$ cat src/rtl/ram_station_q.sv
// ram_station_q: in-order memory reservation queue with broadcast wakeup; head issues only when ready.
// Optional synchronous queue flush port enabled by defining RSQ_FLUSH_EN.
module ram_station_q #(
   parameter int DEPTH   = 4,
   parameter int DATA_W  = 32,
   parameter int TAG_W   = 5,
   parameter int OP_W    = 1,
   parameter int ID_BASE = 8
) (
   input  logic                         clk,
   input  logic                         nRST,
   input  logic                         WEN,
   input  logic [DATA_W-1:0]            dataIn,
   input  logic [TAG_W-1:0]             labelIn,
   input  logic [OP_W-1:0]              opIn,
   output logic                         isFull,
   output logic [TAG_W-1:0]             allocId,
   input  logic                         BCEN,
   input  logic [TAG_W-1:0]             BClabel,
   input  logic [DATA_W-1:0]            BCdata,
   output logic                         require,
   input  logic                         requireAC,
`ifdef RSQ_FLUSH_EN
   input  logic                         flush,
`endif
   output logic [OP_W-1:0]              opOut,
   output logic [DATA_W-1:0]            dataOut,
   output logic [TAG_W-1:0]             labelOut,
   output logic [$clog2(DEPTH+1)-1:0]   count
);
   localparam int PW = $clog2(DEPTH);
   localparam int CW = $clog2(DEPTH+1);

   logic [DEPTH-1:0]  valid_q, valid_d;
   logic [DATA_W-1:0] data_q  [DEPTH];
   logic [DATA_W-1:0] data_d  [DEPTH];
   logic [TAG_W-1:0]  label_q [DEPTH];
   logic [TAG_W-1:0]  label_d [DEPTH];
   logic [OP_W-1:0]   op_q    [DEPTH];
   logic [OP_W-1:0]   op_d    [DEPTH];
   logic [PW-1:0]     head_q, head_d, tail_q, tail_d;
   logic [CW-1:0]     count_q, count_d;
   logic              head_ok, pop, push, bc_hit_in;

   assign head_ok   = valid_q[head_q];
   assign require   = head_ok && label_q[head_q] == '0;
   assign pop       = require && requireAC;
   assign isFull    = count_q == CW'(DEPTH) && !pop;
   assign push      = WEN && !isFull;
   assign allocId   = TAG_W'(ID_BASE) + TAG_W'(tail_q);
   assign opOut     = head_ok ? op_q[head_q] : '0;
   assign dataOut   = head_ok ? data_q[head_q] : '0;
   assign labelOut  = head_ok ? TAG_W'(ID_BASE) + TAG_W'(head_q) : '0;
   assign count     = count_q;
   // An operand arriving on the bus in its push cycle is captured directly.
   assign bc_hit_in = BCEN && BClabel != '0 && labelIn == BClabel;

   always_comb begin
      valid_d = valid_q;
      data_d  = data_q;
      label_d = label_q;
      op_d    = op_q;
      head_d  = head_q;
      tail_d  = tail_q;
      for (int i = 0; i < DEPTH; i++)
         if (valid_q[i] && BCEN && BClabel != '0 && label_q[i] == BClabel) begin
            data_d[i]  = BCdata;
            label_d[i] = '0;
         end
      if (pop) begin
         valid_d[head_q] = 1'b0;
         head_d = head_q == PW'(DEPTH-1) ? '0 : head_q + PW'(1);
      end
      // Push after pop so a full-queue push into the slot just freed wins.
      if (push) begin
         valid_d[tail_q] = 1'b1;
         data_d[tail_q]  = bc_hit_in ? BCdata : dataIn;
         label_d[tail_q] = bc_hit_in ? '0 : labelIn;
         op_d[tail_q]    = opIn;
         tail_d = tail_q == PW'(DEPTH-1) ? '0 : tail_q + PW'(1);
      end
      count_d = count_q + CW'(push) - CW'(pop);
`ifdef RSQ_FLUSH_EN
      if (flush) begin
         valid_d = '0;
         head_d  = '0;
         tail_d  = '0;
         count_d = '0;
      end
`endif
   end

   always_ff @(posedge clk or negedge nRST)
      if (!nRST) begin
         valid_q <= '0;
         head_q  <= '0;
         tail_q  <= '0;
         count_q <= '0;
         for (int i = 0; i < DEPTH; i++) begin
            data_q[i]  <= '0;
            label_q[i] <= '0;
            op_q[i]    <= '0;
         end
      end else begin
         valid_q <= valid_d;
         data_q  <= data_d;
         label_q <= label_d;
         op_q    <= op_d;
         head_q  <= head_d;
         tail_q  <= tail_d;
         count_q <= count_d;
      end
endmodule

$ cat config.mk
export PLATFORM = sky130hd
export DESIGN_NAME = ram_station_q
export DESIGN_NICKNAME = d
export VERILOG_FILES = /design/src/rtl/ram_station_q.sv
export SDC_FILE = /design/constraint.sdc
export NUM_CORES = 1
export LEC_CHECK = 0
export BUFFER_PORTS_ARGS = -buffer_cell sky130_fd_sc_hd__buf_2
export CAP_MARGIN = 20
export CELL_PAD_IN_SITES_DETAIL_PLACEMENT = 1
export CELL_PAD_IN_SITES_GLOBAL_PLACEMENT = 2
export CORE_UTILIZATION = 30
export CTS_BUF_LIST = sky130_fd_sc_hd__clkbuf_4 sky130_fd_sc_hd__clkbuf_8
export CTS_CLUSTER_SIZE = 10
export DETAILED_ROUTE_END_ITERATION = 8
export GPL_TIMING_DRIVEN = 0
export PLACE_DENSITY_LB_ADDON = 0.1
export SYNTH_ARGS = -nofsm -noshare
export SYNTH_HDL_FRONTEND = slang
export SYNTH_SLANG_ARGS = --single-unit
$ cat constraint.sdc
create_clock -name clk -period 3.37 [get_ports clk]
set_input_delay 0.1685 -clock clk [delete_from_list [all_inputs] [get_ports clk]]
set_output_delay 0.1685 -clock clk [all_outputs]
set_load 0.005 [all_outputs]
Yosys cells after proc, flatten, opt, wreduce, memory -nomap -nowiden
Cells that the tools add are included.
Widths: inputs -> output; s select.
{ "op_classes": {"reduce_logical": 25, "order_cmp": 7, "bitwise": 5, "add_sub_neg": 6, "mux": 43, "n_eq_ne": 8} }
{ "op_table": {"columns": ["op", "n"], "rows": [
  ["$mux 32", 9],
  ["$bwmux 128", 1],
  ["$mux 128", 1],
  ["$bmux 32 s2", 1],
  ["$demux 32 s2", 1],
  ["$mux 5", 9],
  ["$eq 5x5->1", 5],
  ["$logic_and 1x1->1", 21],
  ["$bwmux 20", 1],
  ["$mux 20", 1],
  ["$add 4x2->5 const A", 2],
  ["$bmux 5 s2", 1],
  ["$demux 5 s2", 1],
  ["$mux 4", 2],
  ["$mux 1", 7],
  ["$demux 1 s2", 3],
  ["$ge 3x3->1 const B", 2],
  ["$lt 2x3->1 const B", 2],
  ["$not 2->3", 2],
  ["$logic_not 5->1", 1],
  ["$reduce_bool 5->1", 1],
  ["$add 2x1->2 const B", 2],
  ["$and 4x4->4", 1],
  ["$bmux 1 s2", 2],
  ["other kinds (11)", 15]
]} }
{ "totals": {"output_inout_bits": 48, "reg_bits": 163, "elab_cells": 110} }

Logic depth before layout (Yosys ltp)
{ "logic_depth": {"word_depth": 13, "mapped_depth": 12, "depth_no_buf": 11} }

Worst setup path before layout
Ideal clock, no wire load.
{ "synth_path": {"kind": "register -> register", "from": "register label_q[11] (netlist bit)", "to": "register count_q[2] (netlist: count[2])", "slack_ns": 0.391, "period_less_slack_ns": 2.979, "arrival_time_ns": 2.856, "path_stages_with_launch": 12, "path_buffers": 0, "required_ns": 3.247, "path_cell_list": "dfrtp_1 -> nor4b_1 -> a221oi_2 -> a2111oi_4 -> o21a_1 -> inv_1 -> ha_1 -> inv_1 -> ha_1 -> fa_1 -> xnor2_1 -> xnor2_1"} }
{ "synth_via": {"elab_chain_cells": 12} }
{ "synth_lines": {"columns": ["element", "line", "text"], "rows": [
  ["start, declared", "37", "logic [TAG_W-1:0] label_q [DEPTH];"],
  ["start signal, assigned", "107", "label_q <= label_d;"],
  ["$bmux 5 s2 *", "46", "assign require = head_ok && label_q[head_q] == '0;"],
  ["$mux 5 (implied by the code) * (2 in series)", "46", null],
  ["$logic_not 5->1 *", "46", null],
  ["$logic_and 1x1->1 *", "46", null],
  ["$logic_and 1x1->1 *", "47", "assign pop = require && requireAC;"],
  ["$logic_not 1->1", "48", "assign isFull = count_q == CW'(DEPTH) && !pop;"],
  ["$logic_and 1x1->1", "48", null],
  ["$logic_not 1->1", "49", "assign push = WEN && !isFull;"],
  ["$logic_and 1x1->1", "49", null],
  ["$add 3x1->3", "82", "count_d = count_q + CW'(push) - CW'(pop);"],
  ["$sub 3x1->3 *", "82", null],
  ["named net count_d[2]", "42", "logic [CW-1:0] count_q, count_d;"],
  ["end signal, assigned", "111", "count_q <= count_d;"],
  ["end, declared", "42", null]
]} }
The timed path passes the listed nets; every way through them passes the cells marked *. The select of a mux whose other input is x is not followed.
A chain may end at the register's enable or synchronous reset.

==> impl_metrics.sql <==
INSERT INTO impl_metrics (metric_group, metric, value, unit) VALUES
('synth', 'synth.yosys.seq_area_share', '47.3', '%'),
('synth', 'synthesis.area_per_instance', '10.9', 'um^2'),
('worst_setup_path', 'critPathLaunch', 'head_q[0]', ''),
('placement', 'placedCellCount', '1288', ''),
('clocking', 'cts.clk_slew.worst_paths', '110', 'ps'),
('cells_and_area', 'multi_input_gate_area_in_the_final_layout', '3620', 'um^2'),
('die', 'floorplan.initialDensity', '30.8', '%'),
('global_route', 'overflow', '0', ''),
('synth', 'adder_cell_area_share_of_the_yosys_netlist', '1.68', '%'),
('cells_and_area', 'finish.instance_area', '10500', 'um^2'),
('sta', 'min_period', '3290', 'ps'),
('power_and_ir_drop', 'ir_drop', '0.308', 'mV'),
('global_route', 'grt_max_degree', '96', ''),
('synth', 'netlist_area', '8620', 'um^2'),
('power_and_ir_drop', 'cellLeakagePower', '4.94', 'nW'),
('clocking', 'h-tree-depth', '4', ''),
('clocking', 'cts_max_path_buffers', '2', ''),
('sta', 'grt_setup_unrepaired', 'true', ''),
('global_route', 'first_global_vias', '7326', ''),
('worst_setup_path', 'worst-r2r-cell-count', '9', ''),
('synth', 'post_synth_inst_count', '789', ''),
('synth', 'synth_xor_xnor_area_share', '2.74', '%'),
('global_route', 'antenna_found_initial', '0', ''),
('synth', 'dominantRegCellSynth', 'sky130_fd_sc_hd__dfrtp_1', ''),
('sta', 'maxSlewViolCount', '0', ''),
('synth', 'synth-compound-area-share', '18.2', '%'),
('die', 'die-area', '29400', 'um^2'),
('synth', 'synthesis.yosys.warnings', '0', ''),
('detailed_routing', 'drt-pass1-iter-count', '9', ''),
('synth', 'synth_mux_area_share', '10.1', '%'),
('synth', 'synth_seq_cells', '163', ''),
('outcome', 'outcome', 'complete, but fails checks', ''),
('cells_and_area', 'post_route_cells_drive_above_1_share', '28.4', '%'),
('detailed_routing', 'drc_errors', '1', ''),
('global_route', 'grt_use_met2', '32.8', '%'),
('global_route', 'global_route.peak_usage_layer', 'met2', ''),
('worst_setup_path', 'data_arrival_critical_path', '3610', 'ps'),
('sta', 'timing.final.crit_share', '97.7', '%'),
('global_route', 'grt_usage', '20.3', '%'),
('clocking', 'clock_insertion_delay_worst_skew', '470', 'ps'),
('worst_setup_path', 'worst_setup_path_end_kind', 'flip-flop', ''),
('worst_setup_path', 'crit_path_max_fanout', '10', ''),
('die', 'floorplan.io_pins', '128', ''),
('detailed_routing', 'final_ant_viol_nets', '0', ''),
('clocking', 'clk_root_buffer_cell', 'sky130_fd_sc_hd__clkbuf_8', ''),
('clocking', 'tritoncts', 'yes', ''),
('global_route', 'wire_length_of_the_first_global_routing_pass', '44600', 'um'),
('worst_setup_path', 'setup.worst_path.class', 'flip-flop to flip-flop', ''),
('sta', 'worst_slack_on_hold_paths', '30.9', 'ps'),
('synth', 'ys_async_sr_fraction', '100', '%'),
('cells_and_area', 'stdcell_count', '1348', ''),
('placement', 'finalWeightedCongestion', '0.767', ''),
('worst_setup_path', 'worst_path_max_delay_cell', 'sky130_fd_sc_hd__dfrtp_1', ''),
('detailed_routing', 'detail_route.wl_per_cell', '21.3', 'um'),
('synth', 'yosys.area_share.simple', '8.88', '%'),
('placement', 'dpl.hpwl', '19000', 'um'),
('global_route', 'use_met1', '28.9', '%'),
('outcome', 'failed_checks', 'design-rule violations', ''),
('worst_setup_path', 'cp_data_required_time', '3680', 'ps'),
('worst_setup_path', 'ff_to_ff_end', 'data_q[18]', ''),
('cells_and_area', 'layout.cells.most_common', 'sky130_fd_sc_hd__inv_1', ''),
('clocking', 'tritoncts_sinks', '163', ''),
('min_path', 'worst_hold_path_type', 'input pin to flip-flop', ''),
('sta', 'max-slew-margin-rel', '45.2', '%'),
('die', 'die_width', '172', 'um'),
('cells_and_area', 'fillers', '3207', ''),
('sta', 'hold_viol', '0', ''),
('detailed_routing', 'violation_count_after_the_first_detailed_route_iteration', '695', ''),
('worst_setup_path', 'timing.critical_path.depth', '9', ''),
('detailed_routing', 'wl_final', '28700', 'um'),
('cells_and_area', 'ff_latch_area', '4080', 'um^2');
-- cell families (layout without fill, tap and decap cells) --
kind of cell | Yosys count | count (layout)
compound gates | 163 | 163
mux | 45 | 45
fa+ha+maj | 11 | 11
simple gates | 138 | 138
xor+xnor | 27 | 27
buf+inv | 240 | 418
other cells | 2 | 5
flops | 163 | 163
-- flip-flops by register name, indices dropped and copies added (netlist names) --
| signal | count |
|---|---|
| label_q | 20 |
| op_q | 4 |
| tail_q | 2 |
| data_q | 128 |
| head_q | 2 |
| valid_q | 4 |
| count | 3 |
-- area by class of cell --
cell class,count,area share [%]
tap,378,4.52
inverter,170,6.10
timing repair buffer,146,8.61
clock buffer,18,2.31
sequential,163,39.0
buffer,70,3.29
multi-input combinational,389,34.6
clock inverter,14,1.57
-- stage by stage --
stage / setup WS, ps / power (W) / utilization, % / TNS (ps)
3_5_place_dp: -210 / 0.00818 / 34.7 / -11000
6_report: 77.3 / 0.00966 / 37.4 / 0
4_1_cts: 0.694 / 0.00978 / 37.2 / 0
3_3_place_gp: -838 / 0.00810 / 34.6 / -141910
2_1_floorplan: 391 / 0.00647 / - / 0
5_1_grt: -75.8 / 0.0104 / 37.4 / -1680
-- per-layer routing --
metal,vias to the layer above,share of wire (%)
met3,20,4.4
li1,3181,-
met5,-,0
met1,3575,48
met2,213,47
met4,0,0.98
-- worst min path at each step --
stage	startpoint	to	slack [ps]	depth (start not counted)
2_1_floorplan	nRST	count[0]	-130	0
3_3_place_gp	BCdata[16]	data_q[112]	460	2
3_5_place_dp	nRST	label_q[18]	180	1
4_1_cts	BCdata[23]	data_q[119]	1	2
5_1_grt	BCdata[15]	data_q[111]	3	2
6_report	dataIn[6]	data_q[6]	30	3
-- what timing repair did --
action / in CTS / in global routing
setup endpoints to repair: 109 / 68
pin swaps: 1 / 2
hold buffers: 25 / 2
setup buffers: 1 / 0
gates cloned: 0 / 0
gates resized for setup: 23 / 9
hold endpoints to repair: 112 / 2
-- Yosys cell counts, types with 5 or more instances --
library cell                 n  share of area [%]
sky130_fd_sc_hd__a222oi_1   96                 11
sky130_fd_sc_hd__buf_1       8               0.35
sky130_fd_sc_hd__buf_2      15               0.87
sky130_fd_sc_hd__buf_4       6               0.52
sky130_fd_sc_hd__clkbuf_1   41                1.8
sky130_fd_sc_hd__dfrtp_1   163                 47
sky130_fd_sc_hd__ha_1       10                1.5
sky130_fd_sc_hd__inv_1     170                7.4
sky130_fd_sc_hd__mux2_2      6               0.78
sky130_fd_sc_hd__mux2i_1     6               0.70
sky130_fd_sc_hd__mux4_2     33                8.6
sky130_fd_sc_hd__nand2_1    22               0.96
sky130_fd_sc_hd__nand2b_1   32                2.3
sky130_fd_sc_hd__nand3_1    20                1.2
sky130_fd_sc_hd__nand4_1     5               0.36
sky130_fd_sc_hd__nor2_1      9               0.39
sky130_fd_sc_hd__nor2b_1    33                2.4
sky130_fd_sc_hd__nor4_1      6               0.44
sky130_fd_sc_hd__o21ai_0    24                1.4
sky130_fd_sc_hd__o221a_2    32                4.2
sky130_fd_sc_hd__xnor2_1     8               0.81
sky130_fd_sc_hd__xor2_1     19                1.9
-- worst reg2reg max path: stages (launching register included) --
cell	delay, ps
sky130_fd_sc_hd__dfrtp_1	510
sky130_fd_sc_hd__buf_2	410
sky130_fd_sc_hd__nor2_1	110
sky130_fd_sc_hd__a221oi_2	430
sky130_fd_sc_hd__a2111oi_4	130
sky130_fd_sc_hd__buf_4	190
sky130_fd_sc_hd__o211ai_2	360
sky130_fd_sc_hd__mux2i_2	500
sky130_fd_sc_hd__clkbuf_2	390
sky130_fd_sc_hd__a222oi_1	120
-- power breakdown --
| group | internal (W) | switching [W] |
|---|---|---|
| Combinational | 0.00242 | 0.00228 |
| Clock | 0.000689 | 0.000841 |
| Sequential | 0.00286 | 0.000564 |
Power figures use the tool's default switching activity.
